==> config.mk <==
export PLATFORM = sky130hd
export DESIGN_NAME = round_sched
export DESIGN_NICKNAME = d
export VERILOG_FILES = /design/src/rtl/round_sched.sv
export SDC_FILE = /design/constraint.sdc
export NUM_CORES = 1
export LEC_CHECK = 0
export ABC_CLOCK_PERIOD_IN_PS = 3250
export CAP_MARGIN = 5
export CORE_UTILIZATION = 45
export DETAILED_ROUTE_END_ITERATION = 8
export GPL_ROUTABILITY_DRIVEN = 0
export HOLD_SLACK_MARGIN = 0.08
export PLACE_DENSITY = 0.79
export SLEW_MARGIN = 20
export SYNTH_ARGS = -nofsm -noshare
export SYNTH_HDL_FRONTEND = slang
export SYNTH_SLANG_ARGS = --single-unit
==> constraint.sdc <==
create_clock -name clk -period 3.25 [get_ports clk]
set_input_delay 0.8125 -clock clk [delete_from_list [all_inputs] [get_ports clk]]
set_output_delay 0.8125 -clock clk [all_outputs]
set_load 0.01 [all_outputs]
==> src/rtl/round_sched.sv <==
// round_sched: two requesters (A, B) share one rounding datapath through a
// two-stage pipeline. S1 holds the captured request and its tag, S2 holds the
// registered rounded result and flags.
// Build option: define ROUND_SCHED_FIXED_PRIO_EN for fixed-priority arbitration
// (A always beats B). The default build is round-robin with a last_grant bit.

module rounding_module #(
  parameter int IS_DOUBLE = 0,
  parameter int TOTAL_WIDTH = (IS_DOUBLE != 0) ? 106 : 48,
  parameter int HIGH_PART_WIDTH = (IS_DOUBLE != 0) ? 52 : 23,
  parameter int LOW_PART_WIDTH = (IS_DOUBLE != 0) ? 53 : 24
) (
  input  logic [1:0]                 mode,
  input  logic                       sign,
  input  logic [TOTAL_WIDTH-1:0]     value,
  output logic [HIGH_PART_WIDTH-1:0] rounded,
  output logic                       precise,
  output logic                       overflow,
  output logic                       no_round
);
  localparam int HW = HIGH_PART_WIDTH;
  localparam int LW = LOW_PART_WIDTH;

  logic [HW-1:0] high;
  logic [LW-1:0] low;
  logic          guard;
  logic          sticky;
  logic          inc;
  logic          all_ones;
  logic          unused_top;

  // The top bit above the high/low split does not take part in rounding.
  assign unused_top = value[TOTAL_WIDTH-1];

  // Split, pick the per-mode increment, saturate when the high part wraps.
  always_comb begin
    high     = value[HW+LW-1:LW];
    low      = value[LW-1:0];
    guard    = low[LW-1];
    sticky   = |low[LW-2:0];
    all_ones = &high;
    inc      = 1'b0;
    case (mode)
      2'b00:   inc = 1'b0;
      2'b01:   inc = ~sign & (|low);
      2'b10:   inc = sign & (|low);
      default: inc = guard & (sticky | high[0]);
    endcase
    if (inc && all_ones) begin
      rounded = {1'b0, {(HW-1){1'b1}}};
    end else begin
      rounded = high + {{(HW-1){1'b0}}, inc};
    end
    precise  = ~(|low);
    overflow = all_ones & inc;
    no_round = ~inc;
  end
endmodule

module round_sched #(
  parameter int IS_DOUBLE = 0,
  parameter int TOTAL_WIDTH = (IS_DOUBLE != 0) ? 106 : 48,
  parameter int HIGH_PART_WIDTH = (IS_DOUBLE != 0) ? 52 : 23,
  parameter int LOW_PART_WIDTH = (IS_DOUBLE != 0) ? 53 : 24
) (
  input  logic                       clk,
  input  logic                       rst,
  input  logic                       a_valid,
  output logic                       a_ready,
  input  logic [1:0]                 a_mode,
  input  logic [TOTAL_WIDTH-1:0]     a_value,
  input  logic                       a_sign,
  input  logic                       b_valid,
  output logic                       b_ready,
  input  logic [1:0]                 b_mode,
  input  logic [TOTAL_WIDTH-1:0]     b_value,
  input  logic                       b_sign,
  output logic                       out_valid,
  input  logic                       out_ready,
  output logic [HIGH_PART_WIDTH-1:0] out_rounded,
  output logic                       out_tag,
  output logic                       out_precise,
  output logic                       out_overflow,
  output logic                       out_no_round
);
  logic                       s1_valid_q, s1_valid_d;
  logic [1:0]                 s1_mode_q, s1_mode_d;
  logic                       s1_sign_q, s1_sign_d;
  logic [TOTAL_WIDTH-1:0]     s1_value_q, s1_value_d;
  logic                       s1_tag_q, s1_tag_d;
  logic                       s2_valid_q, s2_valid_d;
  logic [HIGH_PART_WIDTH-1:0] s2_rounded_q, s2_rounded_d;
  logic                       s2_tag_q, s2_tag_d;
  logic                       s2_precise_q, s2_precise_d;
  logic                       s2_overflow_q, s2_overflow_d;
  logic                       s2_no_round_q, s2_no_round_d;
`ifndef ROUND_SCHED_FIXED_PRIO_EN
  logic                       last_grant_q, last_grant_d;
`endif

  logic                       s2_load;
  logic                       s1_open;
  logic                       grant_a;
  logic                       grant_b;
  logic [HIGH_PART_WIDTH-1:0] rnd_value;
  logic                       rnd_precise;
  logic                       rnd_overflow;
  logic                       rnd_no_round;

  rounding_module #(
    .IS_DOUBLE      (IS_DOUBLE),
    .TOTAL_WIDTH    (TOTAL_WIDTH),
    .HIGH_PART_WIDTH(HIGH_PART_WIDTH),
    .LOW_PART_WIDTH (LOW_PART_WIDTH)
  ) u_round (
    .mode    (s1_mode_q),
    .sign    (s1_sign_q),
    .value   (s1_value_q),
    .rounded (rnd_value),
    .precise (rnd_precise),
    .overflow(rnd_overflow),
    .no_round(rnd_no_round)
  );

  // Arbitration and pipeline advance; ready is held low while in reset.
  always_comb begin
    s2_load = s1_valid_q & (~s2_valid_q | out_ready);
    s1_open = ~s1_valid_q | s2_load;
`ifdef ROUND_SCHED_FIXED_PRIO_EN
    grant_a = a_valid;
    grant_b = b_valid & ~a_valid;
`else
    grant_a = a_valid & (~b_valid | last_grant_q);
    grant_b = b_valid & (~a_valid | ~last_grant_q);
`endif
    a_ready = s1_open & grant_a & ~rst;
    b_ready = s1_open & grant_b & ~rst;
  end

  // Next-state for both stages and the grant history.
  always_comb begin
    s1_valid_d    = s1_valid_q;
    s1_mode_d     = s1_mode_q;
    s1_sign_d     = s1_sign_q;
    s1_value_d    = s1_value_q;
    s1_tag_d      = s1_tag_q;
    s2_valid_d    = s2_valid_q;
    s2_rounded_d  = s2_rounded_q;
    s2_tag_d      = s2_tag_q;
    s2_precise_d  = s2_precise_q;
    s2_overflow_d = s2_overflow_q;
    s2_no_round_d = s2_no_round_q;
`ifndef ROUND_SCHED_FIXED_PRIO_EN
    last_grant_d  = last_grant_q;
`endif
    if (s2_load) begin
      s2_valid_d    = 1'b1;
      s2_rounded_d  = rnd_value;
      s2_tag_d      = s1_tag_q;
      s2_precise_d  = rnd_precise;
      s2_overflow_d = rnd_overflow;
      s2_no_round_d = rnd_no_round;
      s1_valid_d    = 1'b0;
    end else if (out_ready) begin
      s2_valid_d = 1'b0;
    end
    if (a_ready) begin
      s1_valid_d = 1'b1;
      s1_mode_d  = a_mode;
      s1_sign_d  = a_sign;
      s1_value_d = a_value;
      s1_tag_d   = 1'b0;
`ifndef ROUND_SCHED_FIXED_PRIO_EN
      last_grant_d = 1'b0;
`endif
    end else if (b_ready) begin
      s1_valid_d = 1'b1;
      s1_mode_d  = b_mode;
      s1_sign_d  = b_sign;
      s1_value_d = b_value;
      s1_tag_d   = 1'b1;
`ifndef ROUND_SCHED_FIXED_PRIO_EN
      last_grant_d = 1'b1;
`endif
    end
  end

  // Pipeline registers; reset empties both stages and lets A win the first tie.
  always_ff @(posedge clk or posedge rst) begin
    if (rst) begin
      s1_valid_q    <= 1'b0;
      s1_mode_q     <= 2'b00;
      s1_sign_q     <= 1'b0;
      s1_value_q    <= '0;
      s1_tag_q      <= 1'b0;
      s2_valid_q    <= 1'b0;
      s2_rounded_q  <= '0;
      s2_tag_q      <= 1'b0;
      s2_precise_q  <= 1'b0;
      s2_overflow_q <= 1'b0;
      s2_no_round_q <= 1'b0;
`ifndef ROUND_SCHED_FIXED_PRIO_EN
      last_grant_q  <= 1'b1;
`endif
    end else begin
      s1_valid_q    <= s1_valid_d;
      s1_mode_q     <= s1_mode_d;
      s1_sign_q     <= s1_sign_d;
      s1_value_q    <= s1_value_d;
      s1_tag_q      <= s1_tag_d;
      s2_valid_q    <= s2_valid_d;
      s2_rounded_q  <= s2_rounded_d;
      s2_tag_q      <= s2_tag_d;
      s2_precise_q  <= s2_precise_d;
      s2_overflow_q <= s2_overflow_d;
      s2_no_round_q <= s2_no_round_d;
`ifndef ROUND_SCHED_FIXED_PRIO_EN
      last_grant_q  <= last_grant_d;
`endif
    end
  end

  assign out_valid    = s2_valid_q;
  assign out_rounded  = s2_rounded_q;
  assign out_tag      = s2_tag_q;
  assign out_precise  = s2_precise_q;
  assign out_overflow = s2_overflow_q;
  assign out_no_round = s2_no_round_q;
endmodule

### After elaboration in Yosys (flattened, before gate mapping)

Cells that the tools add are included.

* bits in registers: 81
* output and inout bits: 30

* bitwise operators: 25
* $add $sub $neg: 1
* equality and inequality tests: 2
* reductions and logical operators: 8
* muxes and demuxes: 15

Operators with widths (number)
* $mux 47: 2
* $reduce_or 24->1: 1
* $add 23x1->23: 1
* $mux 23: 1
* $reduce_and 23->1: 1
* $reduce_or 23->1: 1
* $and 1x1->1: 11
* $mux 1: 9
* $not 1->1: 9
* $or 1x1->1: 5
* $mux 2: 2
* $reduce_bool 2->1: 2
* $pmux 1 s3: 1
* $reduce_bool 3->1: 1
* $eq 2x1->1 const B: 1
* $eq 2x2->1 const B: 1
* $logic_not 2->1: 1
* $logic_and 1x1->1: 1

### Longest topological paths before layout

Gate-level depths: netlist of the first run.

* word-level depth: 8
* mapped depth: 12

### Modules after synthesis

Synthesis of the first run repeated with hierarchy kept, for this count alone.

* cells, all modules: 387
* area total of the unflattened synthesis: 4974.8 um^2

Modules (own cells, without submodules)
* round_sched: times used 1, area an instance 4210.3 um^2, seq. area each 2053.2 um^2, cells an instance 263
* rounding_module: times used 1, area an instance 764.5 um^2, seq. area each 0.0 um^2, cells an instance 124

### Least setup slack after synthesis of the first run

No wires, ideal clock.

* path kind: register -> register
* start point: register s1_mode_q[0]
* end point: register s2_rounded_q[21] (netlist: out_rounded[21])
* cell stages (with the launch flop): 12
* required time: 3171 ps
* library setup time: 79 ps
* data arrival time: 2460 ps
* buffers on the path: 0
* clock period less this slack: 2539 ps
* slack: 711 ps
* cells stage by stage: dfrtp_1 inv_1 ha_1 nor2_1 a22oi_1 a31oi_1 ha_1 nand4_1 or4_4 or3_1 a31oi_1 o21bai_1

* cells in the longest elaborated chain, start to end: 4
* elaborated cells on any way between the ends: 7

RTL lines
* start: declaration: RTL line 87 `logic [1:0] s1_mode_q, s1_mode_d;`
* start signal: assignment: RTL line 207 `s1_mode_q <= s1_mode_d;`
* $eq 2x2->1 (tied with other cells): RTL line 43 `case (mode)`
* $pmux 1 s3 *: RTL line 43
* $add 23x1->23 or $logic_and 1x1->1 (tied branches): RTL line 52, 49
* $mux 23 *: RTL line 49 `if (inc && all_ones) begin`
* end signal: assignment: RTL line 212 `s2_rounded_q <= s2_rounded_d;`
* end: declaration: RTL line 92 `logic [HIGH_PART_WIDTH-1:0] s2_rounded_q, s2_rounded_d;`

Every way passes the cells marked *; elsewhere a longest branch is shown, timed or not.
A chain may end at the register's enable or synchronous reset.

### Worst setup path in the final report of the first run

* start point: input port out_ready
* end point: output port b_ready

* cells in the longest elaborated chain, start to end: 5

RTL lines
* start: declaration: RTL line 79 `input logic out_ready,`
* $or 1x1->1: RTL line 127 `s2_load = s1_valid_q & (~s2_valid_q | out_ready);`
* $and 1x1->1: RTL line 127
* $or 1x1->1: RTL line 128 `s1_open = ~s1_valid_q | s2_load;`
* $and 1x1->1 (2 in a row): RTL line 137 `b_ready = s1_open & grant_b & ~rst;`
* end: declaration: RTL line 74 `output logic b_ready,`

Every way passes these cells.

==> flow_summary.json, run 1 <==
{
  "io_pins": 137,
  "insertion_delay_ns": 0.35,
  "cp_max_fo": 2,
  "ys_ff_latch": 81,
  "synthTopCellsByArea": "dfrtp_1 (50%), mux2i_1 (12%), a21oi_1 (8.7%)",
  "status": "complete, no violations",
  "rsz0062_at_grt": "no",
  "first_iter_violations": 95,
  "worst_pin_slew_ns": 0.9236,
  "syn_avg_cell_area_um2": 9.611,
  "ff2ff_path_depth": 11,
  "numCtsBuffers": 9,
  "grt_pass1_vias": 3383,
  "synth_cell_types": 37,
  "worst-r2r-setup-slack_ns": 0.25,
  "critPathLaunch": "out_ready",
  "ant_nets": 0,
  "busiest_layer": "met2",
  "drive_gt1_share_pct": 6.159,
  "dieWidth_um": 96.49,
  "antenna_found_initial": 0,
  "die_y_um": 96.49,
  "hold_class": "reg -> reg",
  "cts.sinks": 81,
  "worst-endpoint-required_ns": 2.44,
  "fin_skew_ns": 0.01239,
  "leakagePower_uw": 0.002262,
  "placed_cells": 644,
  "htree_levels": 3,
  "ctsResizeCount": 0,
  "crit_arrival_ns": 2.35,
  "hold_viol_final": 0,
  "fillers": 732,
  "grtUsageMet2_pct": 38.26,
  "period_needed_ns": 3.162,
  "viasPerCell": 5.283,
  "max_cap_viol_count": 0,
  "synth_top_area_cell": "dfrtp_1",
  "wl_um": 9654,
  "crit-reg2reg-launch": "s1_mode_q[0]",
  "rows": 34,
  "cts_root_buf": "clkbuf_8",
  "num-nets-final": 658,
  "synth_area_mm2": 0.004018,
  "seqCellArea_mm2": 0.002028,
  "synthArstFlopShare_pct": 100.0,
  "areaGrowthSynthToFinish_pct": 40.77,
  "grt_start_max_net_pins": 102,
  "p_total_uw": 3625,
  "n_antenna_cell": 0,
  "postCtsHoldBufs": 0,
  "ys.flop_type": "dfrtp_1",
  "die_area_mm2": 0.009310,
  "criticalPathCategory": "in -> out",
  "coreArea_mm2": 0.008678,
  "overflow": 0,
  "endpoint": "b_ready",
  "drcViolationCount": 0,
  "r2r-end": "out_rounded[21]",
  "fmax_ghz": 0.3162,
  "peakVddDrop_uv": 299.3,
  "multi_input_area_mm2": 0.001881,
  "tns_ns": 0,
  "stdcell_count": 660,
  "largest_register": "s1_value_q",
  "yosysSeqAreaShare_pct": 50.48,
  "relSlewSlack_pct": 38.43,
  "clockBufferDepth": 2,
  "grt_usage_pct": 21.70,
  "power_density_mw_per_mm2": 641.0,
  "post-route-period-util_pct": 97.30,
  "post-dp-hpwl_um": 7069,
  "slew_violations": 0,
  "path_clk_slew_ns": 0.08,
  "initial_core_util_pct": 46.29,
  "dr.pass1.iters": 4,
  "setup_violations": 0,
  "cts_setup_buffers": 0,
  "synthesis.nets": 529,
  "synth_top_area_share_pct": 49.83,
  "grt_use_met3_pct": 6.495,
  "yosysWarnings": 0,
  "setup.worst_path.end_class": "output port",
  "synth_edf_count": 0,
  "grt_pass1_wl_um": 15300,
  "routed-via-count": 3487,
  "critPathLaunchType": "primary input",
  "largest_register_ffs": 47,
  "netlist_instances": 418,
  "cts_tree": "yes",
  "io_buffer_count": 134,
  "wire_per_inst_um": 14.63,
  "grt_use_met1_pct": 25.13
}
[cell usage after synthesis, types with 2 or more instances]
cell type  instances
nor4_1             5
xnor2_1            4
buf_2              9
a21oi_1           70
nor3_1             4
nand2_1           19
and4_1             5
inv_1              9
nand3_1            8
nand4_1            6
or3_1              2
buf_1              2
mux2i_1           50
and3_1             3
a31oi_1            6
nand2b_1           3
o21ai_0            6
ha_1               4
xor2_1            12
dfrtp_1           80
nor2_1            82
clkbuf_1          13
or4_1              2
[worst min path at each step]
stage	start	end	slack, ns	cells past startpoint
after floorplan	s1_tag_q	out_tag	0.44	2
after global placement	out_no_round	out_no_round	0.46	2
after detailed placement	out_tag	out_tag	0.47	2
after CTS	out_tag	out_tag	0.49	2
after global routing	s1_tag_q	out_tag	0.50	2
final	out_tag	out_tag	0.49	2
[cell type report]
cell class | instances | share of cell area, %
clock buffer | 10 | 2.257
timing repair buffer | 142 | 25.00
tap | 108 | 2.389
multi-input combinational | 304 | 33.25
sequential | 81 | 35.86
clock inverter | 6 | 0.6195
inverter | 9 | 0.6195
[power by group]
group | switching, uW | total (uW) | internal (uW)
Clock | 361 | 633 | 272
Combinational | 601 | 1330 | 732
Sequential | 299 | 1660 | 1360
Total | 1260 | 3630 | 2360
[cells in the final DEF, fill, tap and decap left out, types with 7 or more instances in the layout]
cell type        instances
clkdlybuf4s50_1        134
nor2_1                  82
dfrtp_1                 80
a21oi_1                 70
mux2i_1                 50
nand2_1                 19
xor2_1                  12
clkbuf_8                 9
inv_1                    8
nand3_1                  7
buf_4                    7
[through the flow]
step / hold WS, ns / setup slack (ns) / instance area, um^2 / util [%]
6_report: 0.4921 / 0.08762 / 5655 / 65.17
5_1_grt: 0.5045 / 0.003952 / 5655 / 65.17
4_1_cts: 0.4858 / 0.01650 / 5649 / 65.10
3_5_place_dp: 0.4660 / 0.02890 / 5487 / 63.22
3_3_place_gp: 0.4632 / 0.03627 / 5487 / 63.22
2_1_floorplan: 0.4394 / 0.3591 / 4018 / -
[worst max-delay path: stages]
cell and delay (ns):
clkdlybuf4s50_1 0.47, inv_1 0.06, a31oi_2 0.25, and3_2 0.23, clkdlybuf4s50_1 0.53
[cells by family after synthesis]
| logic type | Yosys count | share of synthesized area, % |
|---|---|---|
| AOI/OAI and AO/OA | 91 | 12.33 |
| xor gates and xnor gates | 16 | 3.488 |
| adders and majority gates | 4 | 1.246 |
| and+or+nand+nor | 143 | 16.63 |
| buffers and inverters | 33 | 3.363 |
| DFF | 81 | 50.48 |
| muxes | 50 | 12.46 |
[routing by layer]
| layer | vias to the layer above | share of wire, % |
|---|---|---|
| met5 | - | 0 |
| met1 | 1637 | 41 |
| met2 | 116 | 50 |
| met3 | 14 | 7.5 |
| met4 | 0 | 1.5 |
| li1 | 1720 | - |
No activity file was read; power rests on OpenSTA's default activity.
==> run 2, diff against run 1 <==
--- a/config.mk
+++ b/config.mk
@@ -8,10 +8,12 @@
 export ABC_CLOCK_PERIOD_IN_PS = 3250
 export CAP_MARGIN = 5
 export CORE_UTILIZATION = 45
+export CTS_BUF_LIST = sky130_fd_sc_hd__clkbuf_8 sky130_fd_sc_hd__clkbuf_16
 export DETAILED_ROUTE_END_ITERATION = 8
 export GPL_ROUTABILITY_DRIVEN = 0
 export HOLD_SLACK_MARGIN = 0.08
 export PLACE_DENSITY = 0.79
+export RECOVER_POWER = 50
 export SLEW_MARGIN = 20
 export SYNTH_ARGS = -nofsm -noshare
 export SYNTH_HDL_FRONTEND = slang
==> flow_summary.json, run 2 (synthesis results as in run 1) <==
{
  "period_needed_ns": 3.164,
  "largest_register": "s1_value_q",
  "dr.pass1.iters": 4,
  "clockBufferDepth": 2,
  "grt_pass1_wl_um": 15300,
  "wl_um": 9671,
  "leakagePower_uw": 0.002240,
  "critPathLaunchType": "primary input",
  "worst_pin_slew_ns": 1.221,
  "numCtsBuffers": 9,
  "cts.sinks": 81,
  "max_cap_viol_count": 0,
  "htree_levels": 3,
  "grt_start_max_net_pins": 102,
  "intPower_uw": 2335,
  "clockPowerShare_pct": 17.5,
  "num-nets-final": 658,
  "drive_gt1_share_pct": 5.797,
  "first_iter_violations": 108,
  "layout_commonest_cell": "clkdlybuf4s50_1",
  "cts_root_buf": "clkbuf_8",
  "grt_usage_pct": 21.70,
  "holdCritStartpoint": "out_tag",
  "io_buffer_count": 134,
  "viasPerCell": 5.248,
  "initial_core_util_pct": 46.29,
  "grt_pass1_vias": 3383,
  "slew_violations": 0,
  "hold_slack_ns": 0.4869,
  "seqPwrFrac_pct": 46.1,
  "die_y_um": 96.49,
  "ant_nets": 0,
  "areaGrowthSynthToFinish_pct": 40.21,
  "io_pins": 137,
  "hold_class": "reg -> reg",
  "dieWidth_um": 96.49,
  "n_antenna_cell": 0,
  "final_cell_mix": "clkdlybuf4s50_1 (125), nor2_1 (82), dfrtp_1 (80)",
  "peakVddDrop_uv": 299.3,
  "drcViolationCount": 0,
  "cts_tree": "yes",
  "postCtsHoldBufs": 0,
  "rows": 34,
  "antenna_found_initial": 0,
  "cp_max_fo": 2,
  "crit_arrival_ns": 2.35,
  "coreArea_mm2": 0.008678,
  "tns_ns": 0,
  "path_clk_slew_ns": 0.08,
  "ctsResizeCount": 0,
  "insertion_delay_ns": 0.35,
  "fin_skew_ns": 0.01129,
  "post-route-period-util_pct": 97.36,
  "swShare_pct": 35.02,
  "routed-via-count": 3464,
  "status": "complete, no violations",
  "setup.worst_path.end_class": "output port",
  "critPathLaunch": "out_ready",
  "fillers": 735,
  "wire_per_inst_um": 14.65,
  "placed_cells": 644,
  "fmax_ghz": 0.3160,
  "pwr-share-comb_pct": 36.4,
  "power_density_mw_per_mm2": 638.0,
  "relSlewSlack_pct": 18.60,
  "switching_power_uw": 1259,
  "rsz0062_at_grt": "no",
  "overflow": 0,
  "largest_register_ffs": 47,
  "hold_viol_final": 0,
  "die_area_mm2": 0.009310,
  "stdcell_count": 660,
  "setup_violations": 0,
  "worst-endpoint-required_ns": 2.44,
  "cts_setup_buffers": 0,
  "criticalPathCategory": "in -> out",
  "crit-reg2reg-launch": "s1_mode_q[0]",
  "post-dp-hpwl_um": 7069
}
run 2: cell type report:
type	count	area [um^2]	share of cell area, %
Timing Repair Buffer	142	1391	24.70
Multi-Input combinational cell	304	1881	33.39
Inverter	9	35.03	0.6219
Tap cell	108	135.1	2.399
Sequential cell	81	2028	36.01
Clock buffer	9	123.9	2.199
Clock inverter	7	38.79	0.6886
run 2: critical path: stages:
cell,delay [ns]
clkdlybuf4s50_1,0.47
inv_1,0.06
a31oi_2,0.25
and3_2,0.23
clkdlybuf4s50_1,0.53
run 2: stage by stage:
stage	utilization, %	setup slack (ns)	area, um^2	total power (uW)
floorplan	-	0.3591	4018	2360
global placement	63.22	0.03627	5487	2958
detailed placement	63.22	0.02890	5487	3022
CTS	65.10	0.01650	5649	3653
global route	64.91	0.003952	5633	3858
finish	64.91	0.08589	5633	3594
run 2: worst paths after layout:
check,to,slack [ns],cells after the start
max,b_ready,0.09,5
max in group asynchronous,out_rounded[9],0.46,3
min in group asynchronous,s1_value_q[16],1.07,2
min reg2reg,out_tag,0.49,2
min,out_tag,0.49,2
max reg2reg,out_rounded[19],0.24,11
run 2: per-layer routing:
layer,vias to the layer above,track usage (%),part of all wire [%]
li1,1714,-,-
met1,1627,25.13,42
met2,110,38.26,49
met3,13,6.495,7.5
met4,0,7.108,1.4
met5,-,0,0
run 2: power by group through the flow:
stage	Combinational (uW)	Clock [uW]	Sequential [uW]
floorplan	696	0	1660
global placement	1300	0	1660
detailed placement	1340	0	1680
CTS	1350	646	1660
global route	1450	695	1710
finish	1310	629	1660
